`config.mk`:
```
export PLATFORM = sky130hd
export DESIGN_NAME = avi_info_frame_receiver
export DESIGN_NICKNAME = d
export VERILOG_FILES = /design/src/rtl/hdmi_infoframe_pkg.sv /design/src/rtl/infoframe_rx_collector.sv /design/src/rtl/avi_info_frame_receiver.sv
export SDC_FILE = /design/constraint.sdc
export NUM_CORES = 1
export LEC_CHECK = 0
export CAP_MARGIN = 0
export CORE_ASPECT_RATIO = 0.5
export CORE_MARGIN = 8
export CORE_UTILIZATION = 53
export DETAILED_ROUTE_END_ITERATION = 12
export PLACE_DENSITY = 0.83
export SLEW_MARGIN = 10
export SYNTH_ARGS = -nofsm -noshare
export SYNTH_HDL_FRONTEND = slang
export SYNTH_HIERARCHICAL = 1
export SYNTH_SLANG_ARGS = --single-unit
```
`constraint.sdc`:
```
create_clock -name clk_pixel -period 3.5 [get_ports clk_pixel]
set_input_delay 0.525 -clock clk_pixel [delete_from_list [all_inputs] [get_ports clk_pixel]]
set_output_delay 0.525 -clock clk_pixel [all_outputs]
set_load 0.05 [all_outputs]
```
`src/rtl/hdmi_infoframe_pkg.sv`:
```
// Shared definitions for HDMI InfoFrame receivers.
//
// Contents:
//   - AVI InfoFrame header constants (type, version, length, frame size)
//   - avi_error cause codes
//   - receiver state encoding
//   - decoded AVI field bundle and its reset value
//   - helper mapping a payload byte number (PBn) to its stream index
package hdmi_infoframe_pkg;

  localparam logic [7:0]  AVI_TYPE        = 8'h82;
  localparam logic [7:0]  AVI_VERSION     = 8'd2;
  localparam logic [4:0]  AVI_LENGTH      = 5'd13;
  localparam int unsigned INFOFRAME_BYTES = 31;
  localparam int unsigned HEADER_BYTES    = 3;

  localparam logic [1:0] ERR_NONE     = 2'b00;
  localparam logic [1:0] ERR_HEADER   = 2'b01;
  localparam logic [1:0] ERR_CHECKSUM = 2'b10;
  localparam logic [1:0] ERR_TRUNC    = 2'b11;

  // Receiver states
  typedef logic [1:0] rx_state_t;
  localparam rx_state_t ST_IDLE    = 2'd0;
  localparam rx_state_t ST_COLLECT = 2'd1;
  localparam rx_state_t ST_SKIP    = 2'd2;

  typedef struct packed {
    logic [1:0] video_format;
    logic [1:0] scan_info;
    logic [1:0] colorimetry;
    logic [1:0] picture_aspect_ratio;
    logic [3:0] active_format_aspect_ratio;
    logic       it_content;
    logic [1:0] rgb_quantization_range;
    logic [6:0] video_id_code;
    logic [1:0] ycc_quantization_range;
    logic [1:0] content_type;
    logic [3:0] pixel_repetition;
  } avi_fields_t;

  // AFAR 4'b1000 means "same as picture aspect ratio", the neutral default.
  localparam avi_fields_t AVI_FIELDS_RESET = '{
    video_format:               2'b00,
    scan_info:                  2'b00,
    colorimetry:                2'b00,
    picture_aspect_ratio:       2'b00,
    active_format_aspect_ratio: 4'b1000,
    it_content:                 1'b0,
    rgb_quantization_range:     2'b00,
    video_id_code:              7'd0,
    ycc_quantization_range:     2'b00,
    content_type:               2'b00,
    pixel_repetition:           4'd0
  };

  // Stream index of payload byte PBn (HB0..HB2 occupy indices 0..2).
  function automatic logic [4:0] pb_idx(input int unsigned pb);
    return 5'(pb + HEADER_BYTES);
  endfunction

endpackage

```
`src/rtl/infoframe_rx_collector.sv`:
```
// Byte-serial InfoFrame framing helper: byte index, running checksum and
// inter-byte gap timer. Packet-type agnostic so it can serve any InfoFrame
// receiver.
//
// Ports:
//   clk_pixel, reset  clock, synchronous active-high reset
//   active            owning FSM is inside a packet (COLLECT or SKIP)
//   in_valid          in_byte valid this cycle
//   in_first          in_byte is HB0 of a new packet (starts a packet in any state)
//   in_byte           packet byte
//   byte_idx          index of the byte presented this cycle (0..30)
//   sum_zero          running sum of indices 0..LAST_SUM_IDX is 0 mod 256
//   pkt_done          last byte (index 30) accepted this cycle
//   pkt_abort         GAP_TIMEOUT-th consecutive idle cycle inside a packet
module infoframe_rx_collector
  import hdmi_infoframe_pkg::*;
#(
  parameter int unsigned LAST_SUM_IDX = 16,
  parameter int unsigned GAP_TIMEOUT  = 64
) (
  input  logic       clk_pixel,
  input  logic       reset,
  input  logic       active,
  input  logic       in_valid,
  input  logic       in_first,
  input  logic [7:0] in_byte,
  output logic [4:0] byte_idx,
  output logic       sum_zero,
  output logic       pkt_done,
  output logic       pkt_abort
);

  // Counter holds 0..GAP_TIMEOUT-1; reaching the limit aborts instead of wrapping.
  localparam int unsigned GAP_W = (GAP_TIMEOUT > 2) ? $clog2(GAP_TIMEOUT) : 1;

  logic [4:0]       idx_q;
  logic [7:0]       sum_q;
  logic [GAP_W-1:0] gap_q;
  logic             start;
  logic             accept;

  assign start     = in_valid & in_first;
  assign accept    = active & in_valid & ~in_first;
  assign pkt_done  = accept & (idx_q == 5'(INFOFRAME_BYTES - 1));
  assign pkt_abort = active & ~in_valid & (gap_q == GAP_W'(GAP_TIMEOUT - 1));
  assign byte_idx  = idx_q;
  assign sum_zero  = (sum_q == 8'd0);

  always_ff @(posedge clk_pixel) begin
    if (reset) begin
      idx_q <= 5'd0;
      sum_q <= 8'd0;
      gap_q <= '0;
    end else if (start) begin
      idx_q <= 5'd1;
      sum_q <= in_byte;
      gap_q <= '0;
    end else if (accept) begin
      idx_q <= pkt_done ? 5'd0 : idx_q + 5'd1;
      // Bytes past the declared length are padding and stay out of the checksum.
      if (idx_q <= 5'(LAST_SUM_IDX)) begin
        sum_q <= sum_q + in_byte;
      end
      gap_q <= '0;
    end else if (active) begin
      gap_q <= pkt_abort ? '0 : gap_q + 1'b1;
    end else begin
      gap_q <= '0;
    end
  end

endmodule

```
`src/rtl/avi_info_frame_receiver.sv`:
```
// HDMI AVI InfoFrame (type 0x82) sink-side parser.
//
// Consumes the byte-serial data-island stream HB0..HB2, PB0..PB27, validates
// header and checksum, and publishes the decoded AVI fields one cycle after
// PB27. Other packet types are swallowed silently.
//
// Build option: define AVI_RX_BAR_INFO_EN to capture the bar_* fields from
// PB6..PB13; otherwise bar_* are constant zero and no capture logic exists.
//
// Ports:
//   clk_pixel, reset          clock, synchronous active-high reset
//   in_valid/in_first/in_byte byte stream; in_first marks HB0
//   avi_update                1-cycle pulse: packet accepted, fields updated
//   avi_error                 1-cycle pulse: AVI packet rejected
//   error_code                cause of last avi_error (01 hdr, 10 sum, 11 trunc)
//   video_format .. pixel_repetition   decoded PB1..PB5 fields
//   bar_top/bottom/left/right PB7:PB6, PB9:PB8, PB11:PB10, PB13:PB12
module avi_info_frame_receiver
  import hdmi_infoframe_pkg::*;
#(
  parameter logic [7:0]  EXPECTED_VERSION = AVI_VERSION,
  parameter logic [4:0]  EXPECTED_LENGTH  = AVI_LENGTH,
  parameter int unsigned GAP_TIMEOUT      = 64
) (
  input  logic        clk_pixel,
  input  logic        reset,
  input  logic        in_valid,
  input  logic        in_first,
  input  logic [7:0]  in_byte,
  output logic        avi_update,
  output logic        avi_error,
  output logic [1:0]  error_code,
  output logic [1:0]  video_format,
  output logic [1:0]  scan_info,
  output logic [1:0]  colorimetry,
  output logic [1:0]  picture_aspect_ratio,
  output logic [3:0]  active_format_aspect_ratio,
  output logic        it_content,
  output logic [1:0]  rgb_quantization_range,
  output logic [6:0]  video_id_code,
  output logic [1:0]  ycc_quantization_range,
  output logic [1:0]  content_type,
  output logic [3:0]  pixel_repetition,
  output logic [15:0] bar_top,
  output logic [15:0] bar_bottom,
  output logic [15:0] bar_left,
  output logic [15:0] bar_right
);

  localparam int unsigned LAST_SUM_IDX = HEADER_BYTES + 32'(EXPECTED_LENGTH);

  localparam logic [4:0] IDX_HB1 = 5'd1;
  localparam logic [4:0] IDX_HB2 = 5'd2;
  localparam logic [4:0] IDX_PB1 = pb_idx(1);
  localparam logic [4:0] IDX_PB2 = pb_idx(2);
  localparam logic [4:0] IDX_PB3 = pb_idx(3);
  localparam logic [4:0] IDX_PB4 = pb_idx(4);
  localparam logic [4:0] IDX_PB5 = pb_idx(5);

  rx_state_t   state_q, state_d;
  logic        hdr_err_q, hdr_err_d;
  logic        update_q, error_q;
  logic [1:0]  code_q;
  logic        fire_update, fire_error;
  logic [1:0]  err_d;
  avi_fields_t shadow_q, live_q;

  logic [4:0]  byte_idx;
  logic        sum_zero, pkt_done, pkt_abort;
  logic        start, collect_byte;

  assign start        = in_valid & in_first;
  assign collect_byte = (state_q == ST_COLLECT) & in_valid & ~in_first;

  infoframe_rx_collector #(
    .LAST_SUM_IDX (LAST_SUM_IDX),
    .GAP_TIMEOUT  (GAP_TIMEOUT)
  ) u_collector (
    .clk_pixel (clk_pixel),
    .reset     (reset),
    .active    (state_q != ST_IDLE),
    .in_valid  (in_valid),
    .in_first  (in_first),
    .in_byte   (in_byte),
    .byte_idx  (byte_idx),
    .sum_zero  (sum_zero),
    .pkt_done  (pkt_done),
    .pkt_abort (pkt_abort)
  );

  // Packet-level control. A new HB0 always wins: it abandons whatever packet
  // is in flight and is parsed as the start of the next one in the same cycle.
  always_comb begin
    state_d     = state_q;
    hdr_err_d   = hdr_err_q;
    fire_update = 1'b0;
    fire_error  = 1'b0;
    err_d       = ERR_NONE;
    if (start) begin
      state_d   = (in_byte == AVI_TYPE) ? ST_COLLECT : ST_SKIP;
      hdr_err_d = 1'b0;
      if (state_q == ST_COLLECT) begin
        fire_error = 1'b1;
        err_d      = ERR_TRUNC;
      end
    end else begin
      case (state_q)
        ST_COLLECT: begin
          if (pkt_abort) begin
            state_d    = ST_IDLE;
            fire_error = 1'b1;
            err_d      = ERR_TRUNC;
          end else if (in_valid) begin
            // Header mismatches are remembered and reported at packet end.
            if (byte_idx == IDX_HB1 && in_byte != EXPECTED_VERSION) begin
              hdr_err_d = 1'b1;
            end
            if (byte_idx == IDX_HB2 && in_byte[4:0] != EXPECTED_LENGTH) begin
              hdr_err_d = 1'b1;
            end
            if (pkt_done) begin
              state_d = ST_IDLE;
              if (hdr_err_q) begin
                fire_error = 1'b1;
                err_d      = ERR_HEADER;
              end else if (!sum_zero) begin
                fire_error = 1'b1;
                err_d      = ERR_CHECKSUM;
              end else begin
                fire_update = 1'b1;
              end
            end
          end
        end
        ST_SKIP: begin
          if (pkt_abort || pkt_done) begin
            state_d = ST_IDLE;
          end
        end
        default: ;
      endcase
    end
  end

  always_ff @(posedge clk_pixel) begin
    if (reset) begin
      state_q   <= ST_IDLE;
      hdr_err_q <= 1'b0;
      update_q  <= 1'b0;
      error_q   <= 1'b0;
      code_q    <= ERR_NONE;
      live_q    <= AVI_FIELDS_RESET;
    end else begin
      state_q   <= state_d;
      hdr_err_q <= hdr_err_d;
      update_q  <= fire_update;
      error_q   <= fire_error;
      if (fire_error) begin
        code_q <= err_d;
      end
      if (fire_update) begin
        live_q <= shadow_q;
      end
    end
  end

  // Shadow copy filled during COLLECT so the live fields never change mid-packet.
  always_ff @(posedge clk_pixel) begin
    if (reset) begin
      shadow_q <= AVI_FIELDS_RESET;
    end else if (collect_byte) begin
      case (byte_idx)
        IDX_PB1: begin
          shadow_q.video_format <= in_byte[6:5];
          shadow_q.scan_info    <= in_byte[1:0];
        end
        IDX_PB2: begin
          shadow_q.colorimetry                <= in_byte[7:6];
          shadow_q.picture_aspect_ratio       <= in_byte[5:4];
          shadow_q.active_format_aspect_ratio <= in_byte[3:0];
        end
        IDX_PB3: begin
          shadow_q.it_content             <= in_byte[7];
          shadow_q.rgb_quantization_range <= in_byte[3:2];
        end
        IDX_PB4: begin
          shadow_q.video_id_code <= in_byte[6:0];
        end
        IDX_PB5: begin
          shadow_q.ycc_quantization_range <= in_byte[7:6];
          shadow_q.content_type           <= in_byte[5:4];
          shadow_q.pixel_repetition       <= in_byte[3:0];
        end
        default: ;
      endcase
    end
  end

`ifdef AVI_RX_BAR_INFO_EN
  localparam logic [4:0] IDX_PB6  = pb_idx(6);
  localparam logic [4:0] IDX_PB13 = pb_idx(13);

  logic             bar_valid_q;
  logic [7:0][7:0]  bar_bytes_q;
  logic [3:0][15:0] bar_q;

  always_ff @(posedge clk_pixel) begin
    if (reset) begin
      bar_valid_q <= 1'b0;
      bar_bytes_q <= '0;
    end else if (collect_byte) begin
      if (byte_idx == IDX_PB1) begin
        bar_valid_q <= (in_byte[3:2] != 2'b00);
      end
      if (byte_idx >= IDX_PB6 && byte_idx <= IDX_PB13) begin
        bar_bytes_q[3'(byte_idx - IDX_PB6)] <= in_byte;
      end
    end
  end

  // Byte k of bar_bytes_q is PB(6+k), so each 16-bit lane is little-endian.
  always_ff @(posedge clk_pixel) begin
    if (reset) begin
      bar_q <= '0;
    end else if (fire_update) begin
      bar_q <= bar_valid_q ? bar_bytes_q : '0;
    end
  end

  assign bar_top    = bar_q[0];
  assign bar_bottom = bar_q[1];
  assign bar_left   = bar_q[2];
  assign bar_right  = bar_q[3];
`else
  assign bar_top    = 16'd0;
  assign bar_bottom = 16'd0;
  assign bar_left   = 16'd0;
  assign bar_right  = 16'd0;
`endif

  assign avi_update                 = update_q;
  assign avi_error                  = error_q;
  assign error_code                 = code_q;
  assign video_format               = live_q.video_format;
  assign scan_info                  = live_q.scan_info;
  assign colorimetry                = live_q.colorimetry;
  assign picture_aspect_ratio       = live_q.picture_aspect_ratio;
  assign active_format_aspect_ratio = live_q.active_format_aspect_ratio;
  assign it_content                 = live_q.it_content;
  assign rgb_quantization_range     = live_q.rgb_quantization_range;
  assign video_id_code              = live_q.video_id_code;
  assign ycc_quantization_range     = live_q.ycc_quantization_range;
  assign content_type               = live_q.content_type;
  assign pixel_repetition           = live_q.pixel_repetition;

endmodule

```
==> results of run 1 <==
-- per-layer routing --
metal	global-route usage, %	vias up	share of wire (%)
li1	-	1648	-
met1	20.2	1594	44
met2	26.6	132	46
met3	3.46	12	8.2
met4	6.24	0	1.3
met5	0	-	0
-- worst paths after layout --
path	start	slack, ps	to	cells past startpoint
max	in_byte[0]	980	u_collector/sum_q[6]$_SDFFE_PP0P_	9
min	ycc_quantization_range[1]$_SDFFE_PP0P_	450	ycc_quantization_range[1]$_SDFFE_PP0P_	2
max reg2reg	u_collector/gap_q[0]$_SDFF_PP0_	1220	video_id_code[0]$_SDFFE_PP0P_	9
min reg2reg	ycc_quantization_range[1]$_SDFFE_PP0P_	450	ycc_quantization_range[1]$_SDFFE_PP0P_	2
-- tightest hold or removal path, cell delays in order (launching register included) --
cell	delay, ps
dfxtp_1	310
nand2_1	50
a21oi_1	50
-- cell usage in the layout (no fill, tap or decap), drive strengths merged, types with 5 or more instances in the layout --
cell,netlist,routed
dfxtp,86,86
mux2i,29,29
inv,6,10
conb,1,64
xnor2,5,5
nand4,8,8
ha,11,11
nand3,11,11
o21ai,7,7
clkbuf,9,10
buf,74,5
a21oi,48,48
nand2,79,79
nor2,52,52
clkdlybuf4s50,0,44
-- cells in the mapped netlist (3+ instances only) --
master / count / area, um2
buf_4: 67 / 503
nor3_1: 3 / 15.0
nand4_1: 6 / 37.5
a21oi_1: 40 / 200
o21ai_0: 7 / 35.0
a21oi_2: 7 / 61.3
nor2b_1: 3 / 18.8
nor2_1: 52 / 195
clkbuf_1: 9 / 33.8
buf_6: 3 / 33.8
xor2_1: 4 / 35.0
nand3_1: 8 / 40.0
buf_2: 3 / 15.0
a211oi_1: 3 / 22.5
or3_1: 3 / 18.8
a31oi_1: 4 / 25.0
nand2_1: 79 / 297
nor3b_1: 3 / 22.5
mux2i_1: 29 / 290
o211ai_1: 4 / 30.0
dfxtp_1: 86 / 1720
nand2b_1: 3 / 18.8
xnor2_1: 5 / 43.8
and3_1: 3 / 18.8
ha_1: 11 / 138
inv_1: 6 / 22.5
-- sequential cells by signal, summed over array words and instances (netlist names), 4 cells and up --
name	flops
u_collector/byte_idx	5
active_format_aspect_ratio	4
u_collector/gap_q	6
u_collector/sum_q	8
pixel_repetition	4
video_id_code	7
shadow_q	30
-- power by group through the flow --
| stage | Sequential (uW) | Clock, uW | Combinational [uW] |
|---|---|---|---|
| floorplan | 1020 | 0 | 296 |
| global placement | 1020 | 0 | 281 |
| detailed placement | 1020 | 0 | 284 |
| CTS | 999 | 1010 | 285 |
| global route | 1000 | 1050 | 309 |
| finish | 1000 | 988 | 290 |
-- cells by family (layout without fill, tap and decap cells) --
kind of cell	Yosys count	after routing
other	1	64
buffers and inverters	89	71
XOR/XNOR	9	9
adder cells (fa/ha/maj)	12	12
AND/OR/NAND/NOR	191	191
AO/OA/AOI/OAI	78	78
flip-flops	86	86
multiplexers	29	29
-- per-stage QoR --
| step | power (uW) | cell area [um2] | util, % |
|---|---|---|---|
| 2_1_floorplan | 1310 | 4560 | - |
| 3_3_place_gp | 1300 | 4590 | 57.6 |
| 3_5_place_dp | 1310 | 4590 | 57.6 |
| 4_1_cts | 2290 | 4900 | 61.5 |
| 5_1_grt | 2360 | 4900 | 61.5 |
| 6_report | 2280 | 4900 | 61.5 |
-- area by class of cell --
cell class,count,area [um2]
well taps,112,140
flip-flops and latches,86,1720
inverters,6,22.5
fillers,654,3070
clock inverters,6,75.1
multi-input cells,383,2230
repair buffers,49,475
clock buffers,10,239
==> impl_metrics.tcl, run 1 <==
set metrics [dict create \
    cts_resized 0 \
    vias 3386 \
    wirelength_um 9240 \
    syn_inst 495 \
    crit_slowest_cell "clkdlybuf4s50_1" \
    synth_xor_area_share_pct 1.82 \
    htree_levels 3 \
    fin_crit_sh_pct 72.0 \
    instances_no_fill 652 \
    finalClockSkew_ps 7.41 \
    cp_slowest_stage_delay_ps 600 \
    p_clk_share_pct 43.4 \
    cp_cell_sequence "clkdlybuf4s50_1, ha_1, inv_1, fa_1, nor2b_1, o31a_1, o21a_1, or3_1, a31oi_1" \
    fin_tns_setup_ps 0 \
    hpwlAfterDp_um 6550 \
    crit_type "primary input to flop" \
    initial_utilization_pct 54.3 \
    switching_power_uw 650 \
    grt_antenna_before_repair 0 \
    wl_per_cell_um 14.2 \
    remaining_drc_errors 0 \
    critPathTopFamily "buffers and inverters" \
    clock_sinks 86 \
    combPwrFrac_pct 12.7 \
    area_growth_pct 13.3 \
    synth_area_mm2 0.00433 \
    slew_violations 0 \
    grt_pass1_wl_um 14800 \
    switching_share_pct 28.5 \
    routed_via_density 5.19 \
    muxShareOfSynthArea_pct 6.71 \
    power_density_mw_per_mm2 465 \
    placedCellCount 636 \
    dr.pass1.iters 4 \
    rsz0062_at_grt "false" \
    p_seq_share_pct 43.9 \
    finalCriticalPeriod_ps 2520 \
    path_clk_slew_ps 60 \
    cp-start-kind "primary input" \
    slew_headroom_pct 52.1 \
    grt-ovfl-total 0 \
    final_net_count 559 \
    ys.flop_type "dfxtp_1" \
    ant_nets 0 \
    arrival_ps 2780 \
    cp.buffers_inverters 2 \
    cp-end-kind "flop" \
    cts_max_path_buffers 2 \
    grt_pass1_vias 3155 \
    required_ps 3760 \
    setup_ws_ps 981 \
    whs_ps 451 \
    worst-path-max-fanout 9 \
    grtUsageTotal_pct 16.0 \
    rows 23 \
    die_height_um 79.9 \
    insertion_delay_ps 340 \
    cts_buffers 9 \
    io_buffer_count 45 \
    core-area_mm2 0.00797 \
    synth-edff-count 0 \
    synth_top_family_by_area "simple AND/OR/NAND/NOR gates" \
    synth_adder_area_share_pct 3.64 \
    drt_iter0_drc 235 \
    hold_viol_final 0 \
    synth_seq_cells 86 \
    die_w_um 144 \
    hold_class "flop to flop" \
    n_antenna_cell 0 \
    gp_congestion 0.816 \
    drive_above_1_share_pct 7.59 \
    async_reset_ff_share_pct 0 \
    cts_root_buffer "clkbuf_16" \
    p_int_uw 1630 \
    status "complete, no violations" \
    fmax_mhz 397 \
    ys_seq_area_share_pct 39.8 \
    synth_cell_types 59 \
    place_ws_ps 716 \
    cts_tree "done" \
    leakage_uw 0.00206 \
    synth-simple-area-share_pct 22.5 \
    ys_warn_count 6 \
    ioPinCount 110 \
    dieArea_mm2 0.0115 \
    syn_area_per_cell_um2 8.74 \
    ir_drop_mv 0.266 \
    cts-hold-fix-buffers 0 \
    post_cts_buffers 0 \
    grt_max_degree 42 \
    worst_pin_slew_ps 718 \
    cap_violations 0 \
    finalSetupViolCount 0 \
    synth_compound_area_share_pct 11.3 \
]
Power figures use the tool's default switching activity.
==> run 2: changes to the inputs <==
--- a/config.mk
+++ b/config.mk
@@ -8,9 +8,9 @@
 export CAP_MARGIN = 0
 export CORE_ASPECT_RATIO = 0.5
 export CORE_MARGIN = 8
-export CORE_UTILIZATION = 53
+export CORE_UTILIZATION = 45
 export DETAILED_ROUTE_END_ITERATION = 12
-export PLACE_DENSITY = 0.83
+export PLACE_DENSITY = 0.74
 export SLEW_MARGIN = 10
 export SYNTH_ARGS = -nofsm -noshare
 export SYNTH_HDL_FRONTEND = slang
==> constraint.sdc (replaced) <==
create_clock -name clk_pixel -period 2.26 [get_ports clk_pixel]
set_input_delay 0.339 -clock clk_pixel [delete_from_list [all_inputs] [get_ports clk_pixel]]
set_output_delay 0.339 -clock clk_pixel [all_outputs]
set_load 0.05 [all_outputs]
==> run 2 against run 1 <==
Total power up 64%. Combinational power rose by 68%. Sequential power grew 55%. Clock-buffer cell count unchanged. Cell count rose by 5.1%. Clock skew fell by 2.5 ps. Sequential cell count did not move. Worst hold slack got worse by 81 ps. Design area is 5.4% higher. Critical path depth stayed put. Global-route usage is 0.94 points lower. Register-to-register slack lost 950 ps. Critical endpoint unchanged. Largest cell class unchanged. Largest power group is now the clock network.
==> impl_metrics.tcl, run 2 (synthesis results as in run 1) <==
set metrics [dict create \
    status "complete, no violations" \
    ant_nets 0 \
    regArea_mm2 0.00172 \
    fin_area_mm2 0.00516 \
    switching_share_pct 26.5 \
    htree_levels 3 \
    p_int_uw 2750 \
    gp_congestion 0.871 \
    wirelength_um 10000 \
    rrSetupSlack_ps 270 \
    die_w_um 155 \
    hpwlAfterDp_um 7330 \
    slew_headroom_pct 65.5 \
    vias 3464 \
    fin_total_pwr_uw 3740 \
    area_growth_pct 19.4 \
    grt_antenna_before_repair 0 \
    initial_utilization_pct 46.1 \
    grtUsageTotal_pct 15.1 \
    rsz0062_at_grt "false" \
    finalCriticalPeriod_ps 2030 \
    multi_input_area_mm2 0.00223 \
    combPwrFrac_pct 13.0 \
    arrival_ps 2300 \
    cts-hold-fix-buffers 0 \
    instances_no_fill 685 \
    switching_power_uw 991 \
    n_antenna_cell 0 \
    top_regs "shadow_q x30, u_collector/sum_q x8, video_id_code x7" \
    cts_resized 0 \
    met1_usage_pct 18.9 \
    p_seq_share_pct 41.4 \
    rows 25 \
    whs_ps 371 \
    hold_viol_final 0 \
    io_buffer_count 45 \
    crit_type "primary input to flop" \
    grt-ovfl-total 0 \
    core-area_mm2 0.00938 \
    p_clk_share_pct 45.6 \
    fin_crit_sh_pct 89.6 \
    grt_pass1_vias 3291 \
    final_common_cell "dfxtp_1" \
    required_ps 2530 \
    dieArea_mm2 0.0132 \
    post_cts_buffers 0 \
    power_density_mw_per_mm2 723 \
    leakage_uw 0.00221 \
    fmax_mhz 494 \
    use_met3_pct 5.68 \
    busiest_layer "met2" \
    drt_iter0_drc 300 \
    fin_tns_setup_ps 0 \
    worst-path-max-fanout 2 \
    cap_violations 0 \
    cp-end-kind "flop" \
    ioPinCount 110 \
    regMostFlops "shadow_q" \
    ir_drop_mv 0.302 \
    cts_max_path_buffers 2 \
    drive_above_1_share_pct 11.5 \
    finalClockSkew_ps 4.88 \
    routed_via_density 5.06 \
    dr.pass1.iters 5 \
    grt_util_met2_pct 24.0 \
    cts_tree "done" \
    grt_pass1_wl_um 16100 \
    final_cell_mix "dfxtp_1, nand2_1, conb_1, nor2_1, clkdlybuf4s50_1" \
    clock_sinks 86 \
    cts_buffers 9 \
    worst_pin_slew_ps 516 \
    placedCellCount 669 \
    cts_root_buffer "clkbuf_16" \
    final_net_count 583 \
    grt_max_degree 30 \
    nFillCells 856 \
    hold_class "primary input to flop" \
    place_area_mm2 0.00482 \
    insertion_delay_ps 340 \
    cp-start-kind "primary input" \
    slew_violations 0 \
    wl_per_cell_um 14.6 \
    path_clk_slew_ps 60 \
    die_height_um 85.3 \
    remaining_drc_errors 0 \
    finalSetupViolCount 0 \
    largest_reg_flops 30 \
]
run 2: cell count changes in the layout (fill, tap and decap cells not counted):
cell | before | now
buf_12 | 0 | 3
buf_4 | 4 | 25
bufinv_16 | 1 | 3
clkinv_2 | 0 | 2
clkinv_4 | 0 | 1
clkinvlp_4 | 1 | 0
inv_6 | 3 | 0
inv_8 | 1 | 0
run 2: final timing paths:
path | end | from | cells past startpoint
worst max-delay path | u_collector/sum_q[6]$_SDFFE_PP0P_ | in_byte[0] | 9
worst min-delay path | shadow_q[17]$_SDFFE_PP0P_ | reset | 2
worst max register to register | active_format_aspect_ratio[1]$_SDFFE_PP0P_ | u_collector/gap_q[0]$_SDFF_PP0_ | 9
worst min register to register | video_id_code[1]$_SDFFE_PP0P_ | shadow_q[9]$_SDFFE_PP0P_ | 2
run 2: per-layer routing:
metal	part of all wire, %	vias to the layer above
met4	1.1	0
li1	-	1696
met5	0	-
met3	9.2	12
met1	46	1599
met2	44	157
run 2: final cells by class:
| class | instances | area share (%) |
|---|---|---|
| timing repair buffer | 73 | 13.4 |
| multi-input combinational | 383 | 43.1 |
| inverter | 6 | 0.436 |
| sequential | 86 | 33.3 |
| clock buffer | 10 | 4.63 |
| tap | 121 | 2.93 |
| clock inverter | 6 | 2.11 |
run 2: power groups by stage:
stage	combinational [uW]	clock, uW	sequential [uW]
2_1_floorplan	458	0	1580
3_3_place_gp	470	0	1580
3_5_place_dp	474	0	1580
4_1_cts	477	1730	1540
5_1_grt	516	1800	1550
6_report	486	1700	1550
run 2: worst max-delay path, cell delays in order:
cell and delay, ps:
clkdlybuf4s50_1 440, ha_1 240, inv_1 80, fa_1 200
nor2b_1 80, o31a_1 250, o21a_1 180, or3_1 340
a31oi_1 150
run 2: metrics by stage:
stage / setup WS [ps] / utilization, %
CTS: 240 / 55.0
detailed placement: -81.6 / 51.3
global placement: -45.1 / 51.3
floorplan: 344 / -
global route: 61.7 / 55.0
finish: 235 / 55.0
